==> src/rtl/act_pkg.sv <==
// Shared types and fixed-point constant helpers for the activation engine.
// Latency: n/a (package only).
// Backpressure: n/a.
package act_pkg;

    typedef enum logic [1:0] {
        SIGMOID = 2'b00,
        TANH    = 2'b01,
        RELU    = 2'b10,
        PASS    = 2'b11
    } act_mode_e;

    // Fixed-point 1.0 for a given number of fractional bits.
    function automatic int q_one(input int frac_w);
        return 1 << frac_w;
    endfunction

    // num / 2^den_log2 in fixed point; exact as long as frac_w >= den_log2.
    function automatic int q_const(input int num, input int den_log2, input int frac_w);
        return (num << frac_w) >> den_log2;
    endfunction

endpackage

==> src/rtl/activation_pipe_if.sv <==
// Input and output beat streams of the activation engine.
// Latency: n/a (signal bundle only).
// Backpressure: valid/ready on both streams.
interface activation_pipe_if #(
    parameter int DATA_W = 16,
    parameter int LANES  = 4
);
    logic                    in_valid;
    logic                    in_ready;
    logic [1:0]              in_mode;
    logic [LANES*DATA_W-1:0] in_x;
    logic                    out_valid;
    logic                    out_ready;
    logic [LANES*DATA_W-1:0] out_y;
    logic [LANES-1:0]        out_sat;

    // Upstream producer / downstream consumer view.
    modport master (
        output in_valid, in_mode, in_x, out_ready,
        input  in_ready, out_valid, out_y, out_sat
    );

    // Activation engine view.
    modport slave (
        input  in_valid, in_mode, in_x, out_ready,
        output in_ready, out_valid, out_y, out_sat
    );
endinterface

==> src/rtl/act_lane.sv <==
// One lane: prescale/abs, piecewise-linear sigmoid region, reflect and mode map.
// Latency: 3 cycles, registers advance only when adv = 1.
// Backpressure: all stage registers hold while adv = 0.
module act_lane
    import act_pkg::*;
#(
    parameter int DATA_W = 16,
    parameter int FRAC_W = 12
) (
    input  logic              clk,
    input  logic              rst,
    input  logic              adv,
    input  act_mode_e         mode,
    input  logic [DATA_W-1:0] x,
    output logic [DATA_W-1:0] y,
    output logic              sat
);

    // Breakpoints and offsets of the sigmoid approximation. Magnitudes are
    // compared unsigned so 5.0 is representable even with 3 integer bits.
    localparam logic [DATA_W-1:0] ONE     = DATA_W'(q_one(FRAC_W));
    localparam logic [DATA_W-1:0] SAT_BP  = DATA_W'(q_const(5, 0, FRAC_W));
    localparam logic [DATA_W-1:0] BP_HI   = DATA_W'(q_const(19, 3, FRAC_W));
    localparam logic [DATA_W-1:0] BP_LO   = DATA_W'(q_const(1, 0, FRAC_W));
    localparam logic [DATA_W-1:0] OFF_HI  = DATA_W'(q_const(27, 5, FRAC_W));
    localparam logic [DATA_W-1:0] OFF_MID = DATA_W'(q_const(5, 3, FRAC_W));
    localparam logic [DATA_W-1:0] OFF_LO  = DATA_W'(q_const(1, 1, FRAC_W));
    localparam logic [DATA_W-1:0] MAX_POS = {1'b0, {(DATA_W-1){1'b1}}};
    localparam logic [DATA_W-1:0] MIN_NEG = {1'b1, {(DATA_W-1){1'b0}}};

    logic [DATA_W-1:0] xs;
    logic [DATA_W-1:0] xs_neg;
    logic              s_c;
    logic [DATA_W-1:0] a_c;

    logic              s0_s;
    logic [DATA_W-1:0] s0_a;
    act_mode_e         s0_mode;
    logic [DATA_W-1:0] s0_x;

    logic [DATA_W-1:0] lin_c;
    logic              sat_c;

    logic [DATA_W-1:0] s1_y;
    logic              s1_sat;
    logic              s1_s;
    act_mode_e         s1_mode;
    logic [DATA_W-1:0] s1_x;

    logic [DATA_W-1:0] refl;
    logic [DATA_W-1:0] out_c;
    logic              osat_c;

    // S0: tanh doubles the input (saturating), then split into sign and magnitude.
    always_comb begin
        xs = x;
        if (mode == TANH) begin
            if (x[DATA_W-1] != x[DATA_W-2]) begin
                xs = x[DATA_W-1] ? MIN_NEG : MAX_POS;
            end else begin
                xs = {x[DATA_W-2:0], 1'b0};
            end
        end
        s_c    = xs[DATA_W-1];
        xs_neg = -xs;
        a_c    = xs;
        if (s_c) begin
            a_c = (xs == MIN_NEG) ? MAX_POS : xs_neg;
        end
    end

    // S0 register.
    always_ff @(posedge clk or posedge rst) begin
        if (rst) begin
            s0_s    <= 1'b0;
            s0_a    <= '0;
            s0_mode <= SIGMOID;
            s0_x    <= '0;
        end else if (adv) begin
            s0_s    <= s_c;
            s0_a    <= a_c;
            s0_mode <= mode;
            s0_x    <= x;
        end
    end

    // S1: pick the linear segment for the magnitude; shifts truncate.
    always_comb begin
        sat_c = 1'b0;
        lin_c = (s0_a >> 2) + OFF_LO;
        if (s0_a >= SAT_BP) begin
            lin_c = ONE;
            sat_c = 1'b1;
        end else if (s0_a >= BP_HI) begin
            lin_c = (s0_a >> 5) + OFF_HI;
        end else if (s0_a >= BP_LO) begin
            lin_c = (s0_a >> 3) + OFF_MID;
        end
    end

    // S1 register.
    always_ff @(posedge clk or posedge rst) begin
        if (rst) begin
            s1_y    <= '0;
            s1_sat  <= 1'b0;
            s1_s    <= 1'b0;
            s1_mode <= SIGMOID;
            s1_x    <= '0;
        end else if (adv) begin
            s1_y    <= lin_c;
            s1_sat  <= sat_c;
            s1_s    <= s0_s;
            s1_mode <= s0_mode;
            s1_x    <= s0_x;
        end
    end

    // S2: reflect negative inputs (sigmoid(-a) = 1 - sigmoid(a)), then map by mode.
    always_comb begin
        refl   = s1_s ? (ONE - s1_y) : s1_y;
        out_c  = s1_x;
        osat_c = 1'b0;
        case (s1_mode)
            SIGMOID: begin
                out_c  = refl;
                osat_c = s1_sat;
            end
            TANH: begin
                out_c  = (refl << 1) - ONE;
                osat_c = s1_sat;
            end
            RELU: begin
                out_c = s1_s ? '0 : s1_x;
            end
            PASS: begin
                out_c = s1_x;
            end
        endcase
    end

    // S2 / output register.
    always_ff @(posedge clk or posedge rst) begin
        if (rst) begin
            y   <= '0;
            sat <= 1'b0;
        end else if (adv) begin
            y   <= out_c;
            sat <= osat_c;
        end
    end

endmodule

==> src/rtl/activation_pipe.sv <==
// Multi-lane fixed-point activation engine (sigmoid/tanh/relu/passthrough).
// Latency: 3 cycles accept-to-valid, 1 beat/cycle sustained.
// Backpressure: whole pipe freezes while out_valid & ~out_ready; in_ready mirrors that.
module activation_pipe
    import act_pkg::*;
#(
    parameter int DATA_W = 16,
    parameter int FRAC_W = 12,
    parameter int LANES  = 4,
    parameter int CNT_W  = 32
) (
    input  logic             clk,
    input  logic             rst,
    activation_pipe_if.slave bus,
    output logic [CNT_W-1:0] beat_count
);

    logic              adv;
    logic [2:0]        stage_vld;
    act_mode_e         mode;
    logic [DATA_W-1:0] lane_y [LANES];
    logic [LANES-1:0]  lane_sat;

    // Bubbles travel with the data; only a full, unaccepted output stalls.
    assign adv          = ~stage_vld[2] | bus.out_ready;
    assign bus.in_ready = adv;
    assign bus.out_valid = stage_vld[2];
    assign mode         = act_mode_e'(bus.in_mode);

    // Stage-valid chain shifts in lockstep with the lane datapaths.
    always_ff @(posedge clk or posedge rst) begin
        if (rst) begin
            stage_vld <= '0;
        end else if (adv) begin
            stage_vld <= {stage_vld[1:0], bus.in_valid};
        end
    end

    // Completed output handshakes, wrapping.
    always_ff @(posedge clk or posedge rst) begin
        if (rst) begin
            beat_count <= '0;
        end else if (stage_vld[2] & bus.out_ready) begin
            beat_count <= beat_count + 1'b1;
        end
    end

    for (genvar g = 0; g < LANES; g++) begin : g_lane
        act_lane #(
            .DATA_W (DATA_W),
            .FRAC_W (FRAC_W)
        ) u_lane (
            .clk  (clk),
            .rst  (rst),
            .adv  (adv),
            .mode (mode),
            .x    (bus.in_x[g*DATA_W +: DATA_W]),
            .y    (lane_y[g]),
            .sat  (lane_sat[g])
        );
    end

    // Repack lane results onto the output bus.
    always_comb begin
        bus.out_y = '0;
        for (int i = 0; i < LANES; i++) begin
            bus.out_y[i*DATA_W +: DATA_W] = lane_y[i];
        end
        bus.out_sat = lane_sat;
    end

endmodule

==> src/flat_wrapper.sv <==
// flat-port wrapper written by rule: the top's interface ports become plain ports
module activation_pipe_flat import act_pkg::*;
#(
    parameter int DATA_W = 16,
    parameter int FRAC_W = 12,
    parameter int LANES  = 4,
    parameter int CNT_W  = 32
)
  (clk, rst, beat_count, bus_in_valid, bus_in_mode, bus_in_x, bus_out_ready, bus_in_ready, bus_out_valid, bus_out_y, bus_out_sat);
  activation_pipe_if #(.DATA_W(DATA_W), .LANES(LANES)) bus_i ();
  input  logic clk;
  input  logic rst;
  output logic [CNT_W-1:0] beat_count;
  input wire logic [$bits(bus_i.in_valid)-1:0] bus_in_valid;
  input wire logic [$bits(bus_i.in_mode)-1:0] bus_in_mode;
  input wire logic [$bits(bus_i.in_x)-1:0] bus_in_x;
  input wire logic [$bits(bus_i.out_ready)-1:0] bus_out_ready;
  output wire logic [$bits(bus_i.in_ready)-1:0] bus_in_ready;
  output wire logic [$bits(bus_i.out_valid)-1:0] bus_out_valid;
  output wire logic [$bits(bus_i.out_y)-1:0] bus_out_y;
  output wire logic [$bits(bus_i.out_sat)-1:0] bus_out_sat;
  assign bus_i.in_valid = bus_in_valid;
  assign bus_i.in_mode = bus_in_mode;
  assign bus_i.in_x = bus_in_x;
  assign bus_i.out_ready = bus_out_ready;
  assign bus_in_ready = bus_i.in_ready;
  assign bus_out_valid = bus_i.out_valid;
  assign bus_out_y = bus_i.out_y;
  assign bus_out_sat = bus_i.out_sat;
  activation_pipe #(.DATA_W(DATA_W), .FRAC_W(FRAC_W), .LANES(LANES), .CNT_W(CNT_W)) u_core (.clk(clk), .rst(rst), .bus(bus_i), .beat_count(beat_count));
endmodule
==> config.mk <==
export PLATFORM = sky130hd
export DESIGN_NAME = activation_pipe_flat
export DESIGN_NICKNAME = d
export VERILOG_FILES = /design/src/rtl/act_pkg.sv /design/src/rtl/activation_pipe_if.sv /design/src/rtl/act_lane.sv /design/src/rtl/activation_pipe.sv /design/src/flat_wrapper.sv
export SDC_FILE = /design/constraint.sdc
export NUM_CORES = 1
export LEC_CHECK = 0
export ABC_AREA = 1
export CORE_ASPECT_RATIO = 1.75
export CORE_MARGIN = 8
export CORE_UTILIZATION = 40
export CTS_CLUSTER_SIZE = 20
export DETAILED_ROUTE_END_ITERATION = 12
export GPL_TIMING_DRIVEN = 0
export HOLD_SLACK_MARGIN = 0.08
export PLACE_DENSITY = 0.54
export SYNTH_ARGS = -nofsm -noshare
export SYNTH_HDL_FRONTEND = slang
export SYNTH_HIERARCHICAL = 1
export SYNTH_SLANG_ARGS = --single-unit
export TNS_END_PERCENT = 50
==> constraint.sdc <==
create_clock -name clk -period 2.8 [get_ports clk]
set_input_delay 0.28 -clock clk [delete_from_list [all_inputs] [get_ports clk]]
set_output_delay 0.28 -clock clk [all_outputs]
set_load 0.005 [all_outputs]
Word-level counts from Yosys, hierarchy flattened
Index checks and enable logic that the tools add are counted.
{"block": "word_totals", "register_bits": 375, "output_inout_bits": 102}
{"block": "op_classes", "n_bitwise": 3, "reduce_logical": 2, "n_eq_ne": 12, "mux": 52, "add_sub_neg": 25, "n_lt_le_gt_ge": 12}
{"op": "2-to-1 mux 16 bit", "count": 28}
{"op": "one-hot mux 16 bit (4 select lines)", "count": 4}
{"op": "2-to-1 mux 15 bit", "count": 12}
{"op": "== test 16 bit (second input constant)", "count": 4}
{"op": "greater-or-equal comparator 16 x 13 -> 1 bit (second input constant)", "count": 4}
{"op": "greater-or-equal comparator 16 x 14 -> 1 bit (second input constant)", "count": 4}
{"op": "greater-or-equal comparator 16 x 15 -> 1 bit (second input constant)", "count": 4}
{"op": "negator 16 bit", "count": 4}
{"op": "subtractor 13 x 16 -> 16 bit (first input constant)", "count": 4}
{"op": "subtractor 16 x 13 -> 16 bit (second input constant)", "count": 4}
{"op": "adder 14 x 12 -> 15 bit (second input constant)", "count": 4}
{"op": "adder 13 x 12 -> 14 bit (second input constant)", "count": 4}
{"op": "adder 11 x 12 -> 13 bit (second input constant)", "count": 4}
{"op": "adder 32 x 1 -> 32 bit (second input constant)", "count": 1}
{"op": "2-to-1 mux 1 bit", "count": 8}
{"op": "== test 2 x 1 -> 1 bit (second input constant)", "count": 2}
{"op": "== test 2 bit (second input constant)", "count": 2}
{"op": "!= test 1 bit", "count": 4}
{"op": "zero test 2 bit", "count": 1}
{"op": "OR reduction 2 bit", "count": 1}
{"op": "bitwise AND 1 bit", "count": 1}
{"op": "inverter 1 bit", "count": 1}
{"op": "bitwise OR 1 bit", "count": 1}

Logic depth before layout (Yosys ltp)
Gate-level depths: netlist (run 1).
{"block": "depth", "word_depth": 6, "ltp_mapped": 16, "depth_no_buf": 15}

Modules after synthesis
Netlist (run 1), hierarchy kept.
{"module": "act_lane", "instances": 4, "area_each_um2": 5281.3, "cells_each": 718, "seq_area_each_um2": 2177.1}
{"module": "activation_pipe", "instances": 1, "area_each_um2": 1976.9, "cells_each": 256, "seq_area_each_um2": 875.8}

Worst setup path before layout (run 1)
Ideal clock, no wire load.
{"block": "synth_path", "path_type": "input -> register", "start": "input port bus_in_x[14]", "end": "register u_core.g_lane[0].u_lane.s0_a[5]", "slack_ns": 0.601, "arrival_time_ns": 2.070, "cell_stages": 15, "cell_sequence": "inv_1 > ha_1 > nor2_1 > nor2_4 > buf_6 > nand2_1 > o21ai_2 > ha_1 > nand3_2 > clkinv_1 > nand2_1 > nor2_2 > nor2_2 > buf_6 > a31oi_2"}
{"block": "synth_between", "elab_chain_cells": 6, "elab_cells_between_ends": 7, "cone_classes": "1 x add/sub; 2 x eq/ne; 4 x mux"}
{"element": "start, declared", "line_no": "flat_wrapper.sv:16", "text": "input wire logic [$bits(bus_i.in_x)-1:0] bus_in_x;"}
{"element": "!= test 1 bit", "line_no": "act_lane.sv:58", "text": "if (x[DATA_W-1] != x[DATA_W-2]) begin"}
{"element": "2-to-1 mux 16 bit", "line_no": "act_lane.sv:58"}
{"element": "2-to-1 mux 16 bit *", "line_no": "act_lane.sv:57", "text": "if (mode == TANH) begin"}
{"element": "negator 16 bit or == test 16 bit (tied branches)", "line_no": "act_lane.sv:65, act_lane.sv:68"}
{"element": "2-to-1 mux 16 bit", "line_no": "act_lane.sv:68", "text": "a_c = (xs == MIN_NEG) ? MAX_POS : xs_neg;"}
{"element": "2-to-1 mux 16 bit *", "line_no": "act_lane.sv:67", "text": "if (s_c) begin"}
{"element": "end signal, assigned", "line_no": "act_lane.sv:76", "text": "s0_a <= '0;"}
{"element": "end signal, assigned", "line_no": "act_lane.sv:81", "text": "s0_a <= a_c;"}
{"element": "end, declared", "line_no": "act_lane.sv:37", "text": "logic [DATA_W-1:0] s0_a;"}
Mark *: on every way between the ends. The rest lies on a longest branch, timed or not.
A chain may end at the register's enable or synchronous reset.

Worst setup path after layout (run 1)
{"block": "layout_path", "start": "register u_core.stage_vld[2]", "end": "register u_core.g_lane[1].u_lane.s1_y[13]"}
{"block": "layout_between", "elab_chain_cells": 2}
{"element": "start, declared", "line_no": "activation_pipe.sv:19", "text": "logic [2:0] stage_vld;"}
{"element": "start signal, assigned", "line_no": "activation_pipe.sv:35", "text": "stage_vld <= {stage_vld[1:0], bus.in_valid};"}
{"element": "inverter 1 bit", "line_no": "activation_pipe.sv:25", "text": "assign adv = ~stage_vld[2] | bus.out_ready;"}
{"element": "bitwise OR 1 bit", "line_no": "activation_pipe.sv:25"}
{"element": "end signal, assigned", "line_no": "act_lane.sv:110", "text": "s1_y <= lin_c;"}
{"element": "end, declared", "line_no": "act_lane.sv:44", "text": "logic [DATA_W-1:0] s1_y;"}
Every way passes these cells.

==> results of run 1 <==
state kept, by name (all words and copies together), names as in the netlist:
name                          flops
u_core/g_lane.u_lane/s1_mode      8
u_core/g_lane.u_lane/s1_sat       4
u_core/g_lane.u_lane/s0_x        64
u_core/g_lane.u_lane/s0_mode      8
u_core/g_lane.u_lane/s0_s         4
u_core/stage_vld                  3
u_core/g_lane.u_lane/y           64
u_core/g_lane.u_lane/s0_a        64
u_core/beat_count                32
u_core/g_lane.u_lane/s1_s         4
u_core/g_lane.u_lane/s1_x        64
u_core/g_lane.u_lane/s1_y        60
u_core/g_lane.u_lane/sat          4
routing by layer:
| metal | wire (um) | GRT usage | vias up |
|---|---|---|---|
| li1 | - | - | 10500 |
| met1 | 28500 | 0.243 | 10100 |
| met2 | 39900 | 0.430 | 519 |
| met3 | 3650 | 0.0396 | 172 |
| met4 | 3220 | 0.0959 | 10 |
| met5 | 69 | 0 | - |
critical path: stages (launching register included):
cell and delay [ns]:
dfrtp_1 0.44, nand2_2 0.45, buf_16 0.23, clkbuf_1 0.40, clkbuf_1 0.54, o2111ai_1 0.35
o21ai_0 0.15
cells in the mapped netlist (5+ instances only):
library cell and n:
nand2_1 970, dfrtp_1 383, inv_1 375, o21ai_0 258, nor2_1 237, nand3_1 133
o211ai_1 72, clkbuf_1 64, xor2_1 60, ha_1 57, a21oi_1 52, nand4_1 38
o21ai_2 36, o22ai_1 36, nor2_2 31, nand2_2 29, buf_2 28, o21ai_1 25
a22oi_1 24, nand3b_1 24, inv_2 22, a22oi_2 20, xnor2_1 18, a21oi_2 16
clkinv_1 16, buf_6 12, nor3_1 12, or2_2 12, nor2_4 10, nor4_1 8
nand2_4 6, nand3_2 5
cell families after synthesis:
kind of cell / synth area share
xor gates and xnor gates: 0.0296
AOI/OAI and AO/OA: 0.156
and+or+nand+nor: 0.278
muxes: 0.000487
DFF: 0.415
buffers and inverters: 0.0903
adders and majority gates: 0.0309
cell type report:
cell class / instances / area, um2 / area share
multi-input cells: 2223 / 11400 / 0.418
flip-flops and latches: 383 / 9580 / 0.351
repair buffers: 176 / 1850 / 0.0676
inverters: 414 / 1570 / 0.0572
clock buffers: 57 / 1190 / 0.0435
well taps: 767 / 960 / 0.0351
plain buffers: 108 / 531 / 0.0194
clock inverters: 20 / 211 / 0.00773
diodes: 8 / 20.0 / 0.000732
final timing paths:
check	start	endpoint	slack, ns	cells past startpoint
worst max-delay path	u_core/stage_vld[2]	u_core/g_lane[1].u_lane/s1_y[13]	0.14	6
worst min-delay path	bus_in_x[52]	u_core/g_lane[3].u_lane/s0_x[4]	0.35	3
worst max register to register	u_core/stage_vld[2]	u_core/g_lane[1].u_lane/s1_y[13]	0.14	6
worst min register to register	u_core/stage_vld[1]	u_core/stage_vld[2]	0.47	2
max in group asynchronous	rst	u_core/g_lane[1].u_lane/s0_a[15]	1.63	3
min in group asynchronous	rst	u_core/g_lane[3].u_lane/s1_y[8]	0.44	2
report_power, final:
group          internal [mW]  total [mW]  switching, mW
clock network           3.28        5.68           2.40
logic                   3.70        10.1           6.43
registers               7.24        8.58           1.34
per-stage QoR:
step                      hold slack (ns)  instances
after floorplan                     0.397       3128
after global placement              0.432       4066
after detailed placement            0.456       4071
after CTS                           0.319       4148
after global routing                0.356       4149
final                               0.346       4156
what timing repair did:
item / in CTS / in global routing
hold buffers: 0 / 0
endpoints found under the setup margin: 58 / 3
resized for setup: 2 / 3
==> impl_metrics.tcl, run 1 <==
set metrics [dict create \
    place_area_um2 25900 \
    fin_ws_ns 0.144 \
    cts.sinks 383 \
    syn_avg_cell_area_um2 7.39 \
    layout_commonest_cell "nand2_1" \
    synth_seq_cells 383 \
    wirelength_um 75300 \
    drt_iter0_drc 1018 \
    cts_setup_buffers 0 \
    crit_type "reg2reg" \
    globalplace.congestion 0.992 \
    fin_area_um2 27300 \
    postRouteAntennaNets 0 \
    slew_headroom 0.270 \
    power_mw 24.4 \
    synth_edf_count 0 \
    synthTopCellsByArea "dfrtp_1 41%, nand2_1 16%, inv_1 6.1%" \
    cp_max_fo 13 \
    cts_buffers 42 \
    synth_flop_cell "dfrtp_1" \
    fin_skew_ns 0.0115 \
    grt_pass1_vias 21800 \
    vias 21300 \
    layout-drive-gt1-share 0.0929 \
    startpoint_type "flop" \
    dp_hpwl_um 59400 \
    cts_buffer_depth 3 \
    finalCritPeriodShare 0.949 \
    start_util 0.404 \
    ios 172 \
    wire_per_inst_um 18.1 \
    final_core_util 0.478 \
    synth_top_area_share 0.415 \
    min_path_type "in2reg" \
    grt_start_max_net_pins 71 \
    fillers 5867 \
    fin_nets 3475 \
    min_period_ns 2.66 \
    rsz0062_at_grt "false" \
    ir_drop_uv 516 \
    setup_tns_ns 0 \
    tightest_slew_ns 1.10 \
    cp.required_ns 3.27 \
    cts_tree "built" \
    vias_per_cell 5.12 \
    rows 116 \
    syn2layout_area_growth_pct 18.4 \
    synth_top_cell_by_area "dfrtp_1" \
    clk_pin_slew_ns 0.07 \
    cp-end-kind "flop" \
    dr.pass1.iters 5 \
    cts_htree_levels 2 \
    die-width_um 198 \
    setup_viol 0 \
    slew_violations 0 \
    syn-num-nets 3255 \
    grt_pass1_wl_um 119000 \
    die_area_um2 66000 \
    antenna_found_initial 13 \
    syn-instance-count 3128 \
    powerDensity_nw_per_um2 892 \
    clock.fmax_ghz 0.377 \
    die_y_um 334 \
    syn_area_um2 23100 \
    drcViolationCount 0 \
    ys_warn_count 6 \
    worst_ep_arrival_time_ns 3.13 \
    core-area_um2 57200 \
    cap_violations 0 \
    cts_root_buf "clkbuf_16" \
    grt_usage 0.228 \
    status "finished clean" \
    grt_overflow_total 0 \
    io_buffers 171 \
    pre_cts_slack_ns -0.844 \
    finalHoldViolations 0 \
    yosysUniqueCellTypes 44 \
    layout_common_cells "969 x nand2_1, 383 x dfrtp_1, 370 x inv_1, 255 x o21ai_0, 237 x nor2_1" \
    seq_area_frac_synth 0.415 \
    synth-async-reset-ratio 1.00 \
    clkLatencyLatePin_ns 0.56 \
    leakage_nw 13.1 \
]
No activity file was read; power rests on OpenSTA's default activity.
==> run 2, diff against run 1 <==
- PLACE_DENSITY: 0.54 -> 0.55
==> run 2 against run 1 <==
  * Wire length grew 0.86%
  * Sequential share of layout area shrank 0.13 points
  * Worst hold slack worse by 0.034 ns
  * Cell count is essentially flat
  * Design area rose by 0.37%
  * Critical path depth is the same
  * Sequential power is essentially flat
  * Combinational power about the same
==> impl_metrics.tcl, run 2 (synthesized netlist as in run 1, its figures left out) <==
set metrics [dict create \
    clkLatencyLatePin_ns 0.58 \
    die-width_um 198 \
    dr.pass1.iters 5 \
    cp_max_fo 12 \
    cts_buffer_depth 3 \
    powerDensity_nw_per_um2 900 \
    place_area_um2 25900 \
    setup_tns_ns 0 \
    cap_violations 0 \
    cts_tree "built" \
    io_buffers 171 \
    die_y_um 334 \
    fin_ws_ns 0.145 \
    dp_hpwl_um 59900 \
    worstPathCellList "nand2_2 > buf_16 > clkbuf_1 > clkbuf_1 > o21ai_0 > nand2_1" \
    worst_ep_arrival_time_ns 3.15 \
    finalHoldViolations 0 \
    fin_skew_ns 0.0236 \
    pre_cts_slack_ns -0.775 \
    postRouteAntennaNets 0 \
    tightest_slew_ns 0.786 \
    wirelength_um 76000 \
    antenna_found_initial 14 \
    cp-end-kind "flop" \
    syn2layout_area_growth_pct 18.8 \
    ir_drop_uv 515 \
    cp.required_ns 3.30 \
    grt_pass1_vias 21900 \
    min_path_type "in2reg" \
    grt_start_max_net_pins 72 \
    cts.sinks 383 \
    slew_headroom 0.475 \
    final_core_util 0.480 \
    rsz0062_at_grt "false" \
    leakage_nw 13.2 \
    path_common_cell "clkbuf_1" \
    drcViolationCount 0 \
    startpoint_type "flop" \
    rows 116 \
    status "finished clean" \
    slowest_delay_ns 0.55 \
    wire_per_inst_um 18.3 \
    grt_overflow_total 0 \
    clk_pin_slew_ns 0.06 \
    core-area_um2 57200 \
    ios 172 \
    layout-drive-gt1-share 0.0957 \
    min_period_ns 2.66 \
    finalCritPeriodShare 0.948 \
    cts_htree_levels 2 \
    cp_slowest_cell "clkbuf_1" \
    critical_path.top_delay_family "buffers and inverters" \
    layout_commonest_cell "nand2_1" \
    fin_nets 3476 \
    die_area_um2 66000 \
    vias_per_cell 5.16 \
    layout_common_cells "969 x nand2_1, 383 x dfrtp_1, 370 x inv_1, 257 x o21ai_0, 237 x nor2_1" \
    vias 21500 \
    power_mw 24.7 \
    slew_violations 0 \
    fillers 5874 \
    setup_viol 0 \
    ctsHoldBuffers 0 \
    start_util 0.404 \
    clock.fmax_ghz 0.377 \
    crit_buf_inv 3 \
    cts_buffers 43 \
    grt_usage 0.227 \
    crit_type "reg2reg" \
    fin_area_um2 27400 \
    cts_root_buf "clkbuf_16" \
    grt_pass1_wl_um 119000 \
    drt_iter0_drc 1018 \
    globalplace.congestion 1.00 \
]
-- run 2: cell count changes in the layout (fill, tap and decap cells not counted), moves of 2 or more --
cell        delta
clkinvlp_4     -4
clkbuf_2       +3
clkinv_2       +3
o21ai_0        +2
clkbuf_1       -6
o21ai_1        -2
clkbuf_8       +4
-- run 2: path summary, 6_finish.rpt --
path	cells past startpoint	slack, ns	endpoint	startpoint
worst max register to register	6	0.14	u_core/g_lane[0].u_lane/y[6]	u_core/stage_vld[2]
min in group asynchronous	2	0.41	u_core/g_lane[0].u_lane/s0_x[14]	rst
worst min-delay path	2	0.31	u_core/stage_vld[0]	bus_in_valid
worst max-delay path	6	0.14	u_core/g_lane[0].u_lane/y[6]	u_core/stage_vld[2]
worst min register to register	2	0.46	u_core/stage_vld[2]	u_core/stage_vld[1]
max in group asynchronous	2	1.65	u_core/beat_count[5]	rst
-- run 2: layout make-up --
| cell class | count | area, um2 | share of cell area |
|---|---|---|---|
| diodes | 7 | 17.5 | 0.000638 |
| flip-flops and latches | 383 | 9580 | 0.349 |
| clock buffers | 58 | 1250 | 0.0457 |
| well taps | 767 | 960 | 0.0350 |
| multi-input cells | 2223 | 11400 | 0.417 |
| inverters | 414 | 1570 | 0.0570 |
| clock inverters | 22 | 251 | 0.00916 |
| plain buffers | 108 | 533 | 0.0194 |
| repair buffers | 176 | 1840 | 0.0672 |
-- run 2: report_power, final --
group | leakage (nW) | internal [mW] | switching (mW)
Clock | 0.740 | 3.54 | 2.42
Combinational | 7.78 | 3.70 | 6.42
Sequential | 4.69 | 7.24 | 1.37
-- run 2: metrics by stage --
stage                     hold WS [ns]  instances
final                            0.312       4158
after global placement           0.433       4066
after CTS                        0.281       4151
after global routing             0.314       4152
after floorplan                  0.397       3128
after detailed placement         0.440       4071
-- run 2: routing by layer --
layer | up-vias | wire [um] | part of all wire | GRT usage
met5 | - | 88 | 0.0012 | 0
met4 | 12 | 3810 | 0.050 | 0.110
met3 | 186 | 3690 | 0.049 | 0.0404
met2 | 560 | 40100 | 0.53 | 0.427
met1 | 10200 | 28200 | 0.37 | 0.238
li1 | 10500 | - | - | -
-- run 2: worst register-to-register path, delay by kind of cell, from the launching register on --
family	cells	cell delay [ns]
AO/OA/AOI/OAI	1	0.34
buffers and inverters	3	1.22
flip-flops	1	0.43
AND/OR/NAND/NOR	2	0.58
-- run 2: timing repair --
item	CTS	global route
endpoints found under the setup margin	46	16
gates resized for setup	1	7
gates cloned	0	0
setup buffers	0	0
==> run 3, diff against run 2 <==
- TNS_END_PERCENT: 50 -> unset
==> results of run 3 <==
The final DEF is identical to that of run 2; final timing and power are the same.
